[config.mk]
export PLATFORM = sky130hd
export DESIGN_NAME = vga_capture
export DESIGN_NICKNAME = d
export VERILOG_FILES = /design/src/rtl/vga_capture.sv
export SDC_FILE = /design/constraint.sdc
export NUM_CORES = 1
export LEC_CHECK = 0
export BUFFER_PORTS_ARGS = -buffer_cell sky130_fd_sc_hd__buf_4
export CAP_MARGIN = 25
export CELL_PAD_IN_SITES_DETAIL_PLACEMENT = 2
export CELL_PAD_IN_SITES_GLOBAL_PLACEMENT = 2
export CORE_MARGIN = 2
export CORE_UTILIZATION = 35
export DETAILED_ROUTE_END_ITERATION = 12
export PLACE_DENSITY_LB_ADDON = 0.1
export SLEW_MARGIN = 20
export SYNTH_ARGS = -nofsm -noshare
export SYNTH_HDL_FRONTEND = slang
export SYNTH_SLANG_ARGS = --single-unit
[constraint.sdc]
create_clock -name CLK_40M -period 6.3 [get_ports CLK_40M]
set_input_delay 0.315 -clock CLK_40M [delete_from_list [all_inputs] [get_ports CLK_40M]]
set_output_delay 0.315 -clock CLK_40M [all_outputs]
set_load 0.01 [all_outputs]
[src/rtl/vga_capture.sv]
// vga_capture: recovers pixel position from VSYNC/HSYNC edges and writes a
// rectangular capture window of 16-bit pixels into a frame-buffer RAM at
// linear addresses. Single-shot or continuous capture with done/error pulses.
module vga_capture #(
    parameter int H_SYNC   = 128,
    parameter int H_BACK   = 88,
    parameter int V_SYNC   = 4,
    parameter int V_BACK   = 23,
    parameter int CAP_X    = 0,
    parameter int CAP_Y    = 0,
    parameter int CAP_W    = 256,
    parameter int CAP_H    = 256,
    parameter bit SYNC_POL = 1'b1,
    parameter int ADDR_W   = 16
) (
    input  logic              CLK_40M,
    input  logic              RST,
    input  logic              VSYNC,
    input  logic              HSYNC,
    input  logic [15:0]       DATA_IN,
    input  logic              ARM,
    input  logic              CONTINUOUS,
    output logic              WR_EN,
    output logic [ADDR_W-1:0] WR_ADDR,
    output logic [15:0]       WR_DATA,
    output logic              BUSY,
    output logic              FRAME_DONE,
    output logic              FRAME_ERR
);

    localparam int unsigned H_LO = H_SYNC + H_BACK + CAP_X;
    localparam int unsigned H_HI = H_LO + CAP_W;
    localparam int unsigned V_LO = V_SYNC + V_BACK + CAP_Y;
    localparam int unsigned V_HI = V_LO + CAP_H;
    localparam int          PW   = ADDR_W + 1;
    localparam logic [ADDR_W:0] PIX_TOTAL = PW'(CAP_W * CAP_H);
    localparam logic SYNC_IDLE = ~SYNC_POL;

    typedef enum logic [1:0] {
        ST_IDLE    = 2'd0,
        ST_WAIT    = 2'd1,
        ST_CAPTURE = 2'd2
    } state_t;

    // Stage-1 sync level went from inactive to active this cycle.
    function automatic logic assert_edge(input logic cur, input logic prev);
        return (cur == SYNC_POL) && (prev != SYNC_POL);
    endfunction

    logic          vsync_r, hsync_r, vsync_d_r, hsync_d_r;
    logic [15:0]   data_r;
    logic [11:0]   h_cnt_r, h_cnt_s;
    logic [10:0]   v_cnt_r, v_cnt_s;
    logic          v_edge_s, h_edge_s, in_win_s;
    state_t        state_r, next_state_s;
    logic [ADDR_W:0] pix_cnt_r, next_pix_s;
    logic          wr_s, done_s, err_s;

    assign v_edge_s = assert_edge(vsync_r, vsync_d_r);
    assign h_edge_s = assert_edge(hsync_r, hsync_d_r);

    // Stage-1 input registers plus the previous sync level for edge detection.
    always_ff @(posedge CLK_40M) begin
        if (RST) begin
            vsync_r   <= SYNC_IDLE;
            hsync_r   <= SYNC_IDLE;
            vsync_d_r <= SYNC_IDLE;
            hsync_d_r <= SYNC_IDLE;
            data_r    <= 16'd0;
        end else begin
            vsync_r   <= VSYNC;
            hsync_r   <= HSYNC;
            vsync_d_r <= vsync_r;
            hsync_d_r <= hsync_r;
            data_r    <= DATA_IN;
        end
    end

    // Column/line position of the stage-1 pixel; counters saturate, VSYNC wins.
    always_comb begin
        h_cnt_s = h_cnt_r;
        v_cnt_s = v_cnt_r;
        if (h_edge_s) begin
            h_cnt_s = 12'd0;
        end else if (h_cnt_r != 12'd4095) begin
            h_cnt_s = h_cnt_r + 12'd1;
        end else begin
            h_cnt_s = h_cnt_r;
        end
        if (v_edge_s) begin
            v_cnt_s = 11'd0;
        end else if (h_edge_s && (v_cnt_r != 11'd2047)) begin
            v_cnt_s = v_cnt_r + 11'd1;
        end else begin
            v_cnt_s = v_cnt_r;
        end
    end

    assign in_win_s = ({20'd0, h_cnt_s} >= H_LO) && ({20'd0, h_cnt_s} < H_HI) &&
                      ({21'd0, v_cnt_s} >= V_LO) && ({21'd0, v_cnt_s} < V_HI);

    // Position counter registers.
    always_ff @(posedge CLK_40M) begin
        if (RST) begin
            h_cnt_r <= 12'd0;
            v_cnt_r <= 11'd0;
        end else begin
            h_cnt_r <= h_cnt_s;
            v_cnt_r <= v_cnt_s;
        end
    end

    // Capture FSM next-state, pixel counter and write/pulse decisions.
    always_comb begin
        next_state_s = state_r;
        next_pix_s   = pix_cnt_r;
        wr_s         = 1'b0;
        done_s       = 1'b0;
        err_s        = 1'b0;
        case (state_r)
            ST_IDLE: begin
                if (ARM) begin
                    next_state_s = ST_WAIT;
                end else begin
                    next_state_s = ST_IDLE;
                end
            end
            ST_WAIT: begin
                if (v_edge_s) begin
                    next_state_s = ST_CAPTURE;
                    next_pix_s   = '0;
                end else begin
                    next_state_s = ST_WAIT;
                end
            end
            ST_CAPTURE: begin
                if (v_edge_s) begin
                    if (pix_cnt_r == PIX_TOTAL) begin
                        done_s = 1'b1;
                    end else begin
                        err_s = 1'b1;
                    end
                    next_pix_s   = '0;
                    next_state_s = CONTINUOUS ? ST_CAPTURE : ST_IDLE;
                end else if (in_win_s && (pix_cnt_r < PIX_TOTAL)) begin
                    wr_s       = 1'b1;
                    next_pix_s = pix_cnt_r + {{ADDR_W{1'b0}}, 1'b1};
                end else begin
                    next_pix_s = pix_cnt_r;
                end
            end
            default: begin
                next_state_s = ST_IDLE;
                next_pix_s   = '0;
            end
        endcase
    end

    // FSM state and pixel counter registers.
    always_ff @(posedge CLK_40M) begin
        if (RST) begin
            state_r   <= ST_IDLE;
            pix_cnt_r <= '0;
        end else begin
            state_r   <= next_state_s;
            pix_cnt_r <= next_pix_s;
        end
    end

    // Stage-2 registered outputs; address/data hold between writes.
    always_ff @(posedge CLK_40M) begin
        if (RST) begin
            WR_EN      <= 1'b0;
            WR_ADDR    <= '0;
            WR_DATA    <= 16'd0;
            BUSY       <= 1'b0;
            FRAME_DONE <= 1'b0;
            FRAME_ERR  <= 1'b0;
        end else begin
            WR_EN <= wr_s;
            if (wr_s) begin
                WR_ADDR <= pix_cnt_r[ADDR_W-1:0];
                WR_DATA <= data_r;
            end
            BUSY       <= (state_r != ST_IDLE);
            FRAME_DONE <= done_s;
            FRAME_ERR  <= err_s;
        end
    end

endmodule

# --- Word-level counts from Yosys, hierarchy flattened ---
# Cells that the tools add are included.
totals:
  reg_bits: 98
  in_bits: 22
  output_inout_bits: 36
  wordCells: 65
op_classes:
  add_sub_neg: 3
  order_cmp: 5
  n_eq_ne: 8
  muxes: 18
  bitwise: 5
  reduce_logical: 11
op_table:
  columns: ["op", "n"]
  rows:
  - ["17-bit two-way mux", 3]
  - ["17-bit one-hot mux with 3 select lines", 1]
  - ["12-bit two-way mux", 2]
  - ["11-bit two-way mux", 2]
  - ["17-bit by 1-bit adder with 17-bit output (second input constant)", 1]
  - ["17-bit equality test (second input constant)", 1]
  - ["17-bit less-than comparator (second input constant)", 1]
  - ["12-bit by 1-bit adder with 12-bit output (second input constant)", 1]
  - ["12-bit by 8-bit greater-or-equal comparator with 1-bit output (second input constant)", 1]
  - ["12-bit by 9-bit less-than comparator with 1-bit output (second input constant)", 1]
  - ["12-bit inequality test (second input constant)", 1]
  - ["11-bit by 1-bit adder with 11-bit output (second input constant)", 1]
  - ["11-bit by 5-bit greater-or-equal comparator with 1-bit output (second input constant)", 1]
  - ["11-bit by 9-bit less-than comparator with 1-bit output (second input constant)", 1]
  - ["11-bit inequality test (second input constant)", 1]
  - ["1-bit logical AND", 7]
  - ["1-bit two-way mux", 6]
  - ["2-bit two-way mux", 3]
  - ["2-bit one-hot mux with 3 select lines", 1]
  - ["1-bit inverter", 5]
  - ["2-bit inequality test (second input constant)", 2]
  - ["3-bit inequality test (second input constant)", 1]
  - ["3-bit AND reduction", 1]
  - ["3-bit OR reduction", 1]
  - ["4 further kinds", 4]

# --- Logic depth before layout (Yosys ltp) ---
logic_depth:
  depth_word: 12
  ltp_mapped: 10
  ltp_nobuf: 8

# --- Worst setup path after synthesis ---
# No wires, ideal clock.
synth_timing:
  path_type: "reg-to-reg"
  from: "register h_cnt_r[0]"
  to: "register WR_ADDR[15]"
  setup_ps: 132
  t_arrival_ps: 2481
  required_time_ps: 6168
  path_slack_ps: 3687
  path_stages_with_launch: 10
  path_buffers: 1
  period_less_slack_ps: 2613
  cell_sequence: "dfxtp_1 ha_1 nand2_1 nor3_2 mux2_2 a31o_2 a2111o_1 clkbuf_1 o21ai_0 a21oi_1"
synth_between:
  elab_chain_len: 11
  elab_cells_between_ends: 13
  cone_classes: "add/sub: 1; order compare: 2; eq/ne: 1; mux: 5; reduce/logical: 4"
synth_rtl:
  columns: ["item", "line", "rtl"]
  rows:
  - ["start: declaration", "52", "logic [11:0] h_cnt_r, h_cnt_s;"]
  - ["start signal: assignment", "108", "h_cnt_r <= h_cnt_s;"]
  - ["12-bit by 1-bit adder with 12-bit output / 12-bit inequality test (equally long branches)", "86, 85", null]
  - ["12-bit two-way mux (*)", "85", "end else if (h_cnt_r != 12'd4095) begin"]
  - ["12-bit two-way mux (*)", "83", "if (h_edge_s) begin"]
  - ["12-bit by 8-bit greater-or-equal comparator with 1-bit output / 12-bit by 9-bit less-than comparator with 1-bit output (equally long branches)", "99", "assign in_win_s = ({20'd0, h_cnt_s} >= H_LO) && ({20'd0, h_cnt_s} < H_HI) &&"]
  - ["1-bit logical AND (*) (2 in series)", "99", null]
  - ["1-bit logical AND (*)", "100", "({21'd0, v_cnt_s} >= V_LO) && ({21'd0, v_cnt_s} < V_HI);"]
  - ["1-bit logical AND (*)", "145", "end else if (in_win_s && (pix_cnt_r < PIX_TOTAL)) begin"]
  - ["1-bit two-way mux (*)", "145", null]
  - ["1-bit two-way mux (*)", "137", "if (v_edge_s) begin"]
  - ["1-bit two-way mux (*)", "120", "case (state_r)"]
  - ["end signal: assignment", "182", "WR_ADDR <= pix_cnt_r[ADDR_W-1:0];"]
  - ["end: declaration", "24", "output logic [ADDR_W-1:0] WR_ADDR,"]
# Mark *: on every way between the ends. The rest lies on a longest branch, timed or not.
# A chain may end at the register's enable or synchronous reset.

# --- Worst setup path in the final report ---
layout_timing:
  from: "register v_cnt_r[0]"
  to: "register pix_cnt_r[7]"
layout_between:
  elab_chain_len: 10
  elab_cells_between_ends: 12
  cone_classes: "add/sub: 1; order compare: 2; eq/ne: 2; mux: 2; reduce/logical: 5"
layout_rtl:
  columns: ["item", "line", "rtl"]
  rows:
  - ["start: declaration", "53", "logic [10:0] v_cnt_r, v_cnt_s;"]
  - ["start signal: assignment", "109", "v_cnt_r <= v_cnt_s;"]
  - ["parallel branches: the longest is 2 deep, another holds 11-bit by 1-bit adder with 11-bit output", null, null]
  - ["11-bit two-way mux (*)", "92", "end else if (h_edge_s && (v_cnt_r != 11'd2047)) begin"]
  - ["11-bit two-way mux (*)", "90", "if (v_edge_s) begin"]
  - ["11-bit by 5-bit greater-or-equal comparator with 1-bit output", "100", null]
  - ["1-bit logical AND", "99", null]
  - ["1-bit logical AND (*)", "100", null]
  - ["1-bit logical AND (*)", "145", null]
  - ["3-bit inequality test (no source line) (*)", null, null]
  - ["3-bit AND reduction (no source line) (*)", null, null]
  - ["end signal: assignment", "166", "pix_cnt_r <= next_pix_s;"]
  - ["end: declaration", "56", "logic [ADDR_W:0] pix_cnt_r, next_pix_s;"]
# Every way passes the cells marked *.

==> run_results.csv <==
group,metric,value,unit
worst_setup_path,slowest_stage,"o21ai_1",
synth,syn_area,4443,sq um
worst_setup_path,arrival,3.46,ns
timing,relSlewSlack,45.98,%
routing,via_per_inst,5.492,
timing,fin_crit,3.247,ns
timing,finalCritPeriodShare,51.53,%
placement,io_buffers,57,
worst_setup_path,rr_worst_depth,9,
synth,synth_edf_count,0,
synth,synth_top_cell_area_share,44.16,%
global_routing,antenna_found_initial,0,
synth,synth_cell_types,62,
clocking,cts_buffers,9,
synth,yosysWarnings,0,
timing,finalHoldViolations,0,
synth,avgSynthCellArea,8.544,sq um
worst_setup_path,worstSetupEndpointType,"flip-flop",
power_and_ir_drop,pwr-share-seq,52.0,%
synth,synthCells,520,
min_path,hold_end,"data_r[12]",
synth,synth.most_common_cell,"dfxtp_1",
timing,setup_viol,0,
finish,syn_to_final_growth,18.53,%
timing,finalMaxSlewViolations,0,
run,maxCapViolCount,0,
routing,drt.antenna.violating_nets,0,
placement,place_hpwl,8.958,mm
worst_setup_path,r2r_end,"pix_cnt_r[7]",
worst_setup_path,crit-reg2reg-launch,"v_cnt_r[0]",
synth,synth_top_area_cell,"dfxtp_1",
routing,wl_met1,5.997,mm
routing,wl_met3,376,microns
power_and_ir_drop,power_frac_comb,4.0,%
global_routing,globalRoute.totalOverflow,0,
clocking,ctsHtreeMaxLevel,3,
die,pin_count,58,
global_routing,grt.total_usage,20.58,%
clocking,cts-root-buf,"clkbuf_16",
die,die_h,116.7,microns
routing,dr.pass1.iters,4,
finish,drive_above_1_share,16.78,%
routing,drt_iter0_markers,237,
clocking,post_cts_buffers,0,
clocking,cts_tree,"built",
synth,yosys_most_used_dff,"dfxtp_1",
power_and_ir_drop,cell_internal_pwr,0.0009323,W
clocking,cts_sinks,98,
routing,drc,0,
timing,rsz0062_at_grt,"false",
finish,antenna_cells,0,
worst_setup_path,critPathRequiredTime,6.51,ns
clocking,post_cts_resized,0,
routing,routed.top_layer,"met4",
worst_setup_path,r2r_setup_slack,3.05,ns
synth,async_reset_ff_share,0,%
routing,routed_wl,13.11,mm
timing,max_freq,308.0,MHz
global_routing,grt_pass1_wl,22.10,mm
global_routing,grt_start_max_net_pins,74,
min_path,min-delay-start,"DATA_IN[12]",
power_and_ir_drop,p_leak,1.934,nW
worst_setup_path,cp-start-kind,"flip-flop",
routing,post_drt_wl_per_cell,17.77,microns
synth,synthTopCellsByArea,"dfxtp_1 (44%), nand3_1 (5.4%), a21oi_1 (5.1%), o21ai_0 (4.2%), nor2b_1 (3.1%)",
synth,synth_fp_nets,546,
worst_setup_path,cp_cell_sequence,"ha_1 > nand4b_1 > a2111oi_1 > nor3_1 > o2111a_1 > a211o_1 > buf_4 > o21ai_1 > o21ai_0",
routing,via_count,4053,
timing,totalNegativeSetupSlack,0,ns
synth,ys_seq_area_share,44.16,%
power_and_ir_drop,swShare,23.74,%
power_and_ir_drop,power_switching,0.0002902,W
clocking,worstSkewPairLatency,0.35,ns
worst_setup_path,cp_max_fo,39,
global_routing,grt_pass1_vias,4434,
clocking,cts_hold_buf,0,
die,row_count,41,
timing,tightest_slew,0.8086,ns
die,coreArea,12520,sq um
min_path,hold_path_depth,2,
timing,fin_skew,0.006593,ns
finish,nets,587,
power_and_ir_drop,pwr-share-clk,44.0,%
die,die-area,13610,sq um
routing,wl_met2,6.591,mm
status,status,"finished clean",
finish,fill_cells,1457,
finish,final_core_util,42.07,%
power_and_ir_drop,vdd_drop_max,0.0001486,V
worst_setup_path,criticalPathCategory,"flip-flop to flip-flop",
clocking,clkSlewWorstSetupHoldPaths,0.07,ns
synth,netlist_top_cells_count,"dfxtp_1 (98), nand3_1 (48), a21oi_1 (45), o21ai_0 (37), nor2_1 (29)",
worst_setup_path,critPathMaxStageDelay,0.54,ns
die,start_util,35.50,%
synth,ys_ff_latch,98,
die,die_w,116.7,microns
power_and_ir_drop,p_per_area,232.1,nW/um^2
placement,globalplace.congestion,0.8473,
clocking,cts_max_path_buffers,2,
min_path,hp-class,"primary input to flip-flop",
[layout by cell type, fill, tap and decap left out, types with 10 or more instances in the layout]
cell,count
nand2_1,24
nor2_1,29
o21ai_0,37
nor2b_1,22
dfxtp_1,98
a31oi_1,10
nor3_1,21
nand3_1,48
inv_1,18
and3_1,17
buf_4,60
a21oi_1,45
[logic make-up (layout without fill, tap and decap cells)]
group                      count (synthesis)  count (layout)  synth area share [%]
buffers and inverters                     48              94                 4.675
DFF                                       98              98                 44.16
and+or+nand+nor                          212             212                 26.30
AOI/OAI and AO/OA                        144             144                 20.78
muxes                                      5               5                 1.183
adders and majority gates                  4               4                 1.126
xor gates and xnor gates                   9               9                 1.774
[area by class of cell]
type / count / area (sq um) / share of cell area, %
Inverter: 18 / 67.56 / 1.283
Tap cell: 172 / 215.2 / 4.086
Multi-Input combinational cell: 374 / 2282 / 43.34
Sequential cell: 98 / 1962 / 37.25
Clock inverter: 6 / 50.05 / 0.9503
Clock buffer: 10 / 239.0 / 4.538
Timing Repair Buffer: 60 / 450.4 / 8.553
[power by group through the flow]
stage	Sequential, W	Combinational [W]	Clock [W]
2_1_floorplan	0.000648	0.0000292	0
3_3_place_gp	0.000649	0.0000479	0
3_5_place_dp	0.000650	0.0000498	0
4_1_cts	0.000635	0.0000501	0.000559
5_1_grt	0.000637	0.0000548	0.000585
6_report	0.000635	0.0000487	0.000538
[worst max-delay path, delay by kind of cell, from the launching register on]
family / cells / cell delay [ns]
compound gates: 5 / 1.76
flops: 1 / 0.43
simple gates: 2 / 0.35
fa+ha+maj: 1 / 0.31
buf+inv: 1 / 0.25
[metal layers]
| layer | track usage (%) | up-vias |
|---|---|---|
| met1 | 24.89 | 2024 |
| met2 | 36.98 | 47 |
| met4 | 5.412 | 0 |
| li1 | - | 1972 |
| met5 | 0 | - |
| met3 | 4.515 | 10 |
[stage by stage]
| step | setup WS, ns | std cells | hold WS (ns) | cell area [sq um] | total power [W] |
|---|---|---|---|---|---|
| after detailed placement | 3.018 | 722 | 0.4463 | 4977 | 0.0006998 |
| final | 3.053 | 738 | 0.1707 | 5266 | 0.001222 |
| after CTS | 2.999 | 738 | 0.1580 | 5266 | 0.001245 |
| after floorplan | 3.687 | 520 | 0.4335 | 4443 | 0.0006773 |
| after global placement | 2.982 | 722 | 0.4366 | 4976 | 0.0006970 |
| after global routing | 2.675 | 738 | 0.1595 | 5266 | 0.001277 |
[flip-flops by register name, indices dropped and copies added, names as in the netlist]
name        flops
pix_cnt_r      17
WR_ADDR        16
WR_DATA        16
data_r         16
h_cnt_r        12
v_cnt_r        11
state_r         2
BUSY            1
FRAME_DONE      1
FRAME_ERR       1
WR_EN           1
hsync_d_r       1
hsync_r         1
vsync_d_r       1
vsync_r         1
[worst max-delay path by stage]
stage	startpoint	to	slack, ns	cells after the start
after floorplan	h_cnt_r[0]	WR_ADDR[15]	3.69	9
after global placement	h_cnt_r[0]	pix_cnt_r[2]	2.98	8
after detailed placement	v_cnt_r[0]	pix_cnt_r[7]	3.02	9
after CTS	v_cnt_r[0]	pix_cnt_r[7]	3.00	9
after global routing	v_cnt_r[0]	pix_cnt_r[16]	2.68	9
final	v_cnt_r[0]	pix_cnt_r[7]	3.05	9
Note: power is estimated with default switching activity, not from simulation.
